**config.mk**
```make
export PLATFORM = sky130hd
export DESIGN_NAME = lcd_mmio_ctrl
export DESIGN_NICKNAME = d
export VERILOG_FILES = /design/src/rtl/lcd_mmio_ctrl.sv
export SDC_FILE = /design/constraint.sdc
export NUM_CORES = 1
export LEC_CHECK = 0
export BUFFER_PORTS_ARGS = -buffer_cell sky130_fd_sc_hd__buf_4
export CAP_MARGIN = 0
export CORE_ASPECT_RATIO = 1.75
export CORE_UTILIZATION = 52
export CTS_BUF_LIST = sky130_fd_sc_hd__clkbuf_8
export DETAILED_ROUTE_END_ITERATION = 7
export PLACE_DENSITY = 0.84
export SYNTH_ARGS = -nofsm -noshare
export SYNTH_HDL_FRONTEND = slang
export SYNTH_SLANG_ARGS = --single-unit
```
**constraint.sdc**
```tcl
create_clock -name clk -period 2.6 [get_ports clk]
set_input_delay 0.13 -clock clk [delete_from_list [all_inputs] [get_ports clk]]
set_output_delay 0.13 -clock clk [all_outputs]
set_load 0.02 [all_outputs]
```
**src/rtl/lcd_mmio_ctrl.sv**
```systemverilog
// rtl/lcd_mmio_ctrl.sv - memory-mapped HD44780-style character LCD controller
//
// Purpose: CPU byte stores to DATA/CMD are queued in a FIFO and replayed onto an
// HD44780-style bus with setup, enable-pulse, hold and settle intervals, in either
// 8-bit mode or 4-bit mode (high nibble first on lcd_data[7:4]).
//
// Ports:
//   clk, rst_n          clock, synchronous active-low reset
//   sel                 peripheral select for the MMIO window
//   addr[1:0]           register offset: 0 DATA(W), 1 CMD(W), 2 STATUS(R), 3 CTRL(W)
//   wdata[31:0]         store data, only [7:0] used
//   wenable[3:0]        byte strobes, only [0] qualifies a write
//   rdata[31:0]         combinational read data for addr
//   lcd_data[7:0]       LCD data bus (registered)
//   lcd_ctrl[1:0]       {RS, RW}, RW always 0 (registered)
//   lcd_enable          LCD E strobe (registered)

module lcd_mmio_ctrl #(
   parameter int FIFO_DEPTH    = 8,
   parameter int SETUP_CYCLES  = 2,
   parameter int PULSE_CYCLES  = 4,
   parameter int HOLD_CYCLES   = 2,
   parameter int SETTLE_CYCLES = 40,
   parameter int NIBBLE_MODE   = 0
) (
   input  logic        clk,
   input  logic        rst_n,
   input  logic        sel,
   input  logic [1:0]  addr,
   input  logic [31:0] wdata,
   input  logic [3:0]  wenable,
   output logic [31:0] rdata,
   output logic [7:0]  lcd_data,
   output logic [1:0]  lcd_ctrl,
   output logic        lcd_enable
);

   localparam int PTR_W = $clog2(FIFO_DEPTH);
   localparam int CNT_W = PTR_W + 1;
   localparam int TMR_W = 16;

   // Timer load values are "cycles - 1": the state is left when the timer reads 0.
   localparam logic [TMR_W-1:0] SETUP_LD  = TMR_W'(SETUP_CYCLES - 1);
   localparam logic [TMR_W-1:0] PULSE_LD  = TMR_W'(PULSE_CYCLES - 1);
   localparam logic [TMR_W-1:0] HOLD_LD   = TMR_W'(HOLD_CYCLES - 1);
   localparam logic [TMR_W-1:0] SETTLE_LD = TMR_W'((SETTLE_CYCLES > 0) ? SETTLE_CYCLES - 1 : 0);

   typedef enum logic [2:0] {
      IDLE   = 3'd0,
      SETUP  = 3'd1,
      PULSE  = 3'd2,
      HOLD   = 3'd3,
      SETTLE = 3'd4
   } state_t;

   // ---------------------------------------------------------------- bus decode
   logic wr, push_req, ctrl_wr, flush, clr_ovf;

   assign wr       = sel && wenable[0];
   assign push_req = wr && ((addr == 2'd0) || (addr == 2'd1));
   assign ctrl_wr  = wr && (addr == 2'd3);
   assign flush    = ctrl_wr && wdata[0];
   assign clr_ovf  = ctrl_wr && wdata[1];

   logic unused_bits;
   assign unused_bits = ^{wdata[31:8], wenable[3:1]};

   // ---------------------------------------------------------------- FIFO
   // Entry format: {RS, byte}; RS=1 for DATA, 0 for CMD.
   logic [8:0]       mem [FIFO_DEPTH];
   logic [PTR_W-1:0] wr_ptr, rd_ptr;
   logic [CNT_W-1:0] count;
   logic             overflow;
   logic             full, empty, push, pop;
   logic [8:0]       head;

   state_t state, state_nxt;

   assign full  = (count == CNT_W'(FIFO_DEPTH));
   assign empty = (count == '0);
   // Full is judged before any same-cycle pop, so a push into a full FIFO drops.
   assign push  = push_req && !full;
   assign pop   = (state == IDLE) && !empty;
   assign head  = mem[rd_ptr];

   always_ff @(posedge clk) begin
      if (push) begin
         mem[wr_ptr] <= {(addr == 2'd0), wdata[7:0]};
      end
   end

   always_ff @(posedge clk) begin
      if (!rst_n) begin
         wr_ptr   <= '0;
         rd_ptr   <= '0;
         count    <= '0;
         overflow <= 1'b0;
      end else begin
         if (flush) begin
            // Flush discards queued entries only; a popped entry is already latched.
            wr_ptr <= '0;
            rd_ptr <= '0;
            count  <= '0;
         end else begin
            if (push) wr_ptr <= wr_ptr + PTR_W'(1);
            if (pop)  rd_ptr <= rd_ptr + PTR_W'(1);
            case ({push, pop})
               2'b10:   count <= count + CNT_W'(1);
               2'b01:   count <= count - CNT_W'(1);
               default: count <= count;
            endcase
         end

         if (clr_ovf) begin
            overflow <= 1'b0;
         end else if (push_req && full) begin
            overflow <= 1'b1;
         end
      end
   end

   // ---------------------------------------------------------------- timing FSM
   logic [TMR_W-1:0] tmr, tmr_nxt;
   logic             tmr_done;
   logic [7:0]       byte_q, byte_nxt;
   logic             lo_pend, lo_nxt;     // low nibble still to be sent
   logic [7:0]       data_nxt;
   logic [1:0]       ctrl_nxt;
   logic             en_nxt;

   assign tmr_done = (tmr == '0);

   // State register
   always_ff @(posedge clk) begin
      if (!rst_n) begin
         state <= IDLE;
      end else begin
         state <= state_nxt;
      end
   end

   // Next-state logic
   always_comb begin
      state_nxt = state;
      case (state)
         IDLE:   if (!empty) state_nxt = SETUP;
         SETUP:  if (tmr_done) state_nxt = PULSE;
         PULSE:  if (tmr_done) state_nxt = HOLD;
         HOLD: begin
            if (tmr_done) begin
               if (lo_pend)                 state_nxt = SETUP;
               else if (SETTLE_CYCLES == 0) state_nxt = IDLE;
               else                         state_nxt = SETTLE;
            end
         end
         SETTLE: if (tmr_done) state_nxt = IDLE;
         default: state_nxt = IDLE;
      endcase
   end

   // Output / datapath next values
   always_comb begin
      tmr_nxt  = tmr_done ? tmr : tmr - TMR_W'(1);
      byte_nxt = byte_q;
      lo_nxt   = lo_pend;
      data_nxt = lcd_data;
      ctrl_nxt = lcd_ctrl;
      en_nxt   = (state_nxt == PULSE);

      if (state_nxt != state) begin
         case (state_nxt)
            SETUP:   tmr_nxt = SETUP_LD;
            PULSE:   tmr_nxt = PULSE_LD;
            HOLD:    tmr_nxt = HOLD_LD;
            SETTLE:  tmr_nxt = SETTLE_LD;
            default: tmr_nxt = '0;
         endcase
      end

      if (pop) begin
         byte_nxt = head[7:0];
         lo_nxt   = (NIBBLE_MODE != 0);
         ctrl_nxt = {head[8], 1'b0};
         data_nxt = (NIBBLE_MODE != 0) ? {head[7:4], 4'b0000} : head[7:0];
      end else if ((state == HOLD) && tmr_done && lo_pend) begin
         lo_nxt   = 1'b0;
         data_nxt = {byte_q[3:0], 4'b0000};
      end
   end

   always_ff @(posedge clk) begin
      if (!rst_n) begin
         tmr        <= '0;
         byte_q     <= '0;
         lo_pend    <= 1'b0;
         lcd_data   <= '0;
         lcd_ctrl   <= '0;
         lcd_enable <= 1'b0;
      end else begin
         tmr        <= tmr_nxt;
         byte_q     <= byte_nxt;
         lo_pend    <= lo_nxt;
         lcd_data   <= data_nxt;
         lcd_ctrl   <= ctrl_nxt;
         lcd_enable <= en_nxt;
      end
   end

   // ---------------------------------------------------------------- read mux
   logic       busy;
   logic [7:0] count_byte;

   assign busy       = (state != IDLE) || !empty;
   assign count_byte = 8'(count);

   always_comb begin
      rdata = '0;
      if (addr == 2'd2) begin
         rdata = {16'h0000, count_byte, 4'b0000, overflow, empty, full, busy};
      end
   end

endmodule

```
==> flow_metrics.env <==
export IMPL_outcome="finished clean"
export IMPL_hold_ws_ns=0.0836
export IMPL_grt_overflow=0
export IMPL_drtIter0Drc=181
export IMPL_critPathMaxFanout=5
export IMPL_syn_inst=368
export IMPL_crit_chain="or4_4 -> nor3b_4 -> ha_2 -> ha_1 -> a21o_1 -> a21oi_2 -> xnor2_1 -> or3_1 -> a21oi_1"
export IMPL_fin_nets=467
export IMPL_clkLatencyLatePin_ns=0.38
export IMPL_rows=46
export IMPL_cp_slowest_cell="or4_4"
export IMPL_grt_total_usage_pct=19.2
export IMPL_fin_crit_sh_pct=95.7
export IMPL_slew_violations=0
export IMPL_vias=2916
export IMPL_cts_buffers=9
export IMPL_grt_pass1_vias=3041
export IMPL_timing_rr_end="count[3]$_SDFFE_PP0P_"
export IMPL_core_mm2=0.00915
export IMPL_drt_antenna_violating_nets=0
export IMPL_avgRoutedWirePerCell_um=16.1
export IMPL_slowest_delay_ns=0.53
export IMPL_yosysWarnings=0
export IMPL_num_antenna_cells=0
export IMPL_end_kind="flop"
export IMPL_tightest_slew_ns=1.01
export IMPL_routed_via_density=5.36
export IMPL_r2r_start="count[0]$_SDFFE_PP0P_"
export IMPL_min_from="rst_n"
export IMPL_ys_seq_area_share_pct=59.6
export IMPL_power_density_mw_per_mm2=1040
export IMPL_wl_mm=8.74
export IMPL_grt_start_max_net_pins=23
export IMPL_hold_viol_final=0
export IMPL_ys_dominant_reg_cell="edfxtp_1"
export IMPL_antenna_found_initial=0
export IMPL_ir_worst_vdd_v=0.000525
export IMPL_synth_edff_count=72
export IMPL_place_gp_congestion=0.828
export IMPL_cts_root_buffer="clkbuf_8"
export IMPL_cts_tree="yes"
export IMPL_io_buffers=31
export IMPL_clock_skew_ns=0.00917
export IMPL_critPathBufInv=0
export IMPL_pin_count=84
export IMPL_remaining_drc_errors=0
export IMPL_cp_start_kind="flop"
export IMPL_drive_gt1_share_pct=23.1
export IMPL_grt_pass1_wl_mm=14.4
export IMPL_min_to="state[2]$_SDFF_PN0_"
export IMPL_p_leak_nw=2.07
export IMPL_final_core_util_pct=61.0
export IMPL_die_area_mm2=0.00997
export IMPL_clk_pin_slew_ns=0.10
export IMPL_ys_types=56
export IMPL_yosys_area_top_type="edfxtp_1"
export IMPL_relSlewSlack_pct=32.6
export IMPL_netlist_area_mm2=0.00497
export IMPL_cap_viol_max_count=0
export IMPL_synthToLayoutAreaGrowth_pct=12.2
export IMPL_initial_core_util_pct=54.3
export IMPL_h_tree_depth=3
export IMPL_first_pass_iters=4
export IMPL_synthArstFlopShare_pct=0
export IMPL_fin_setup_tns_ns=0
export IMPL_chipWidth_um=75.9
export IMPL_max_freq_mhz=402
export IMPL_cp_top_family="simple AND/OR/NAND/NOR gates"
export IMPL_reg2regPathDepth=9
export IMPL_finalSetupViolCount=0
export IMPL_ys_ff_latch=112
export IMPL_holdPathStages=2
export IMPL_grt_setup_unrepaired="false"
export IMPL_clockBufferDepth=2
export IMPL_hpwl_mm=6.09
export IMPL_synth_area_leaders="edfxtp_1, dfxtp_1, mux4_2"
export IMPL_fin_area_mm2=0.00558
export IMPL_hp_class="in -> reg"
export IMPL_syn_area_per_cell_um2=13.5
export IMPL_crit_type="reg -> reg"
export IMPL_cts_sinks=112
export IMPL_synth_top_area_share_pct=43.5
export IMPL_required_ns=2.91
export IMPL_die_y_um=131
export IMPL_dpl_cell_area_mm2=0.00531
export IMPL_rrSetupSlack_ns=0.11
export IMPL_critPathArrivalTime_ns=2.80
export IMPL_period_needed_ns=2.49
[worst max path at each step]
stage | depth (start not counted) | end | slack (ns) | startpoint
after floorplan | 10 | count[3]$_SDFFE_PP0P_ | 0.03 | count[0]$_SDFFE_PP0P_
after global placement | 9 | count[3]$_SDFFE_PP0P_ | 0.18 | count[0]$_SDFFE_PP0P_
after detailed placement | 9 | count[3]$_SDFFE_PP0P_ | 0.10 | count[0]$_SDFFE_PP0P_
after CTS | 9 | count[3]$_SDFFE_PP0P_ | 0.09 | count[0]$_SDFFE_PP0P_
after global routing | 9 | count[3]$_SDFFE_PP0P_ | 0.007 | count[0]$_SDFFE_PP0P_
final | 9 | count[3]$_SDFFE_PP0P_ | 0.11 | count[0]$_SDFFE_PP0P_
[per-stage QoR]
step           cells  setup WS [ns]  power [W]
6_report         544          0.112    0.00579
5_1_grt          544        0.00714    0.00618
4_1_cts          544         0.0867    0.00582
3_5_place_dp     520          0.102    0.00486
3_3_place_gp     520          0.179    0.00478
2_1_floorplan    392         0.0262    0.00436
[cell type report]
cell class / instances / area, µm²
Clock buffer: 9 / 124
Sequential cell: 112 / 2960
Tap cell: 120 / 150
Timing Repair Buffer: 54 / 425
Fill cell: 694 / 3570
Multi-Input combinational cell: 234 / 1830
Inverter: 8 / 30.0
Clock inverter: 7 / 55.1
[cell families (layout without fill, tap and decap cells)]
kind of cell | after synthesis | in the layout | synth area share [%]
DFF | 112 | 112 | 59.6
and+or+nand+nor | 112 | 112 | 12.1
buffers and inverters | 46 | 78 | 5.76
AOI/OAI and AO/OA | 40 | 40 | 6.47
muxes | 29 | 29 | 10.4
xor gates and xnor gates | 21 | 21 | 3.70
adders and majority gates | 7 | 7 | 1.91
other | 1 | 25 | 0.0754
[flip-flops by register name, indices dropped and copies added, names as in the netlist]
| name | count |
|---|---|
| mem | 72 |
| tmr | 16 |
| lcd_data | 8 |
| count | 4 |
| rd_ptr | 3 |
| state | 3 |
| wr_ptr | 3 |
| lcd_ctrl | 1 |
| lcd_enable | 1 |
| overflow | 1 |
[cells in the final DEF (no fill, tap or decap), types with 11 or more instances in the layout]
cell,instances
nor2_1,42
a21oi_1,12
nor3_1,11
conb_1,25
edfxtp_1,72
mux4_2,18
nand2_1,20
xnor2_1,11
dfxtp_1,39
mux2i_1,11
buf_4,46
[cell usage after synthesis, drive strengths merged, types with 2 or more instances]
cell type  count
nor4b          2
nor2b          3
nand2         21
buf           33
nand3          6
a21o           2
a21oi         13
nand2b         5
o21a           2
nor2          42
clkbuf         5
inv            8
ha             6
nor4           4
o21ai          4
nor3b          2
a2111oi        3
edfxtp        72
o211a          9
nand4          3
xor2          10
mux2i         11
or4            2
mux4          18
xnor2         11
nor3          12
o31ai          2
and2           4
dfxtp         40
[power by group]
group	switching (W)	total, W	internal, W
Sequential	0.000234	0.00235	0.00211
Clock	0.000588	0.000947	0.000359
Combinational	0.00134	0.00249	0.00115
Total	0.00216	0.00579	0.00362
[timing repair]
action,4_1_cts,5_1_grt
setup endpoints to repair,0,1
hold buffers,8,0
resized for setup,0,2
setup buffers,0,0
endpoints found under the hold margin,64,0
[routing by layer]
metal	GRT usage, %	wire length (µm)
met2	35.3	5020
met5	0	0
met3	5.07	305
met4	9.72	235
met1	19.8	3180
(Power assumes the default switching activity.)
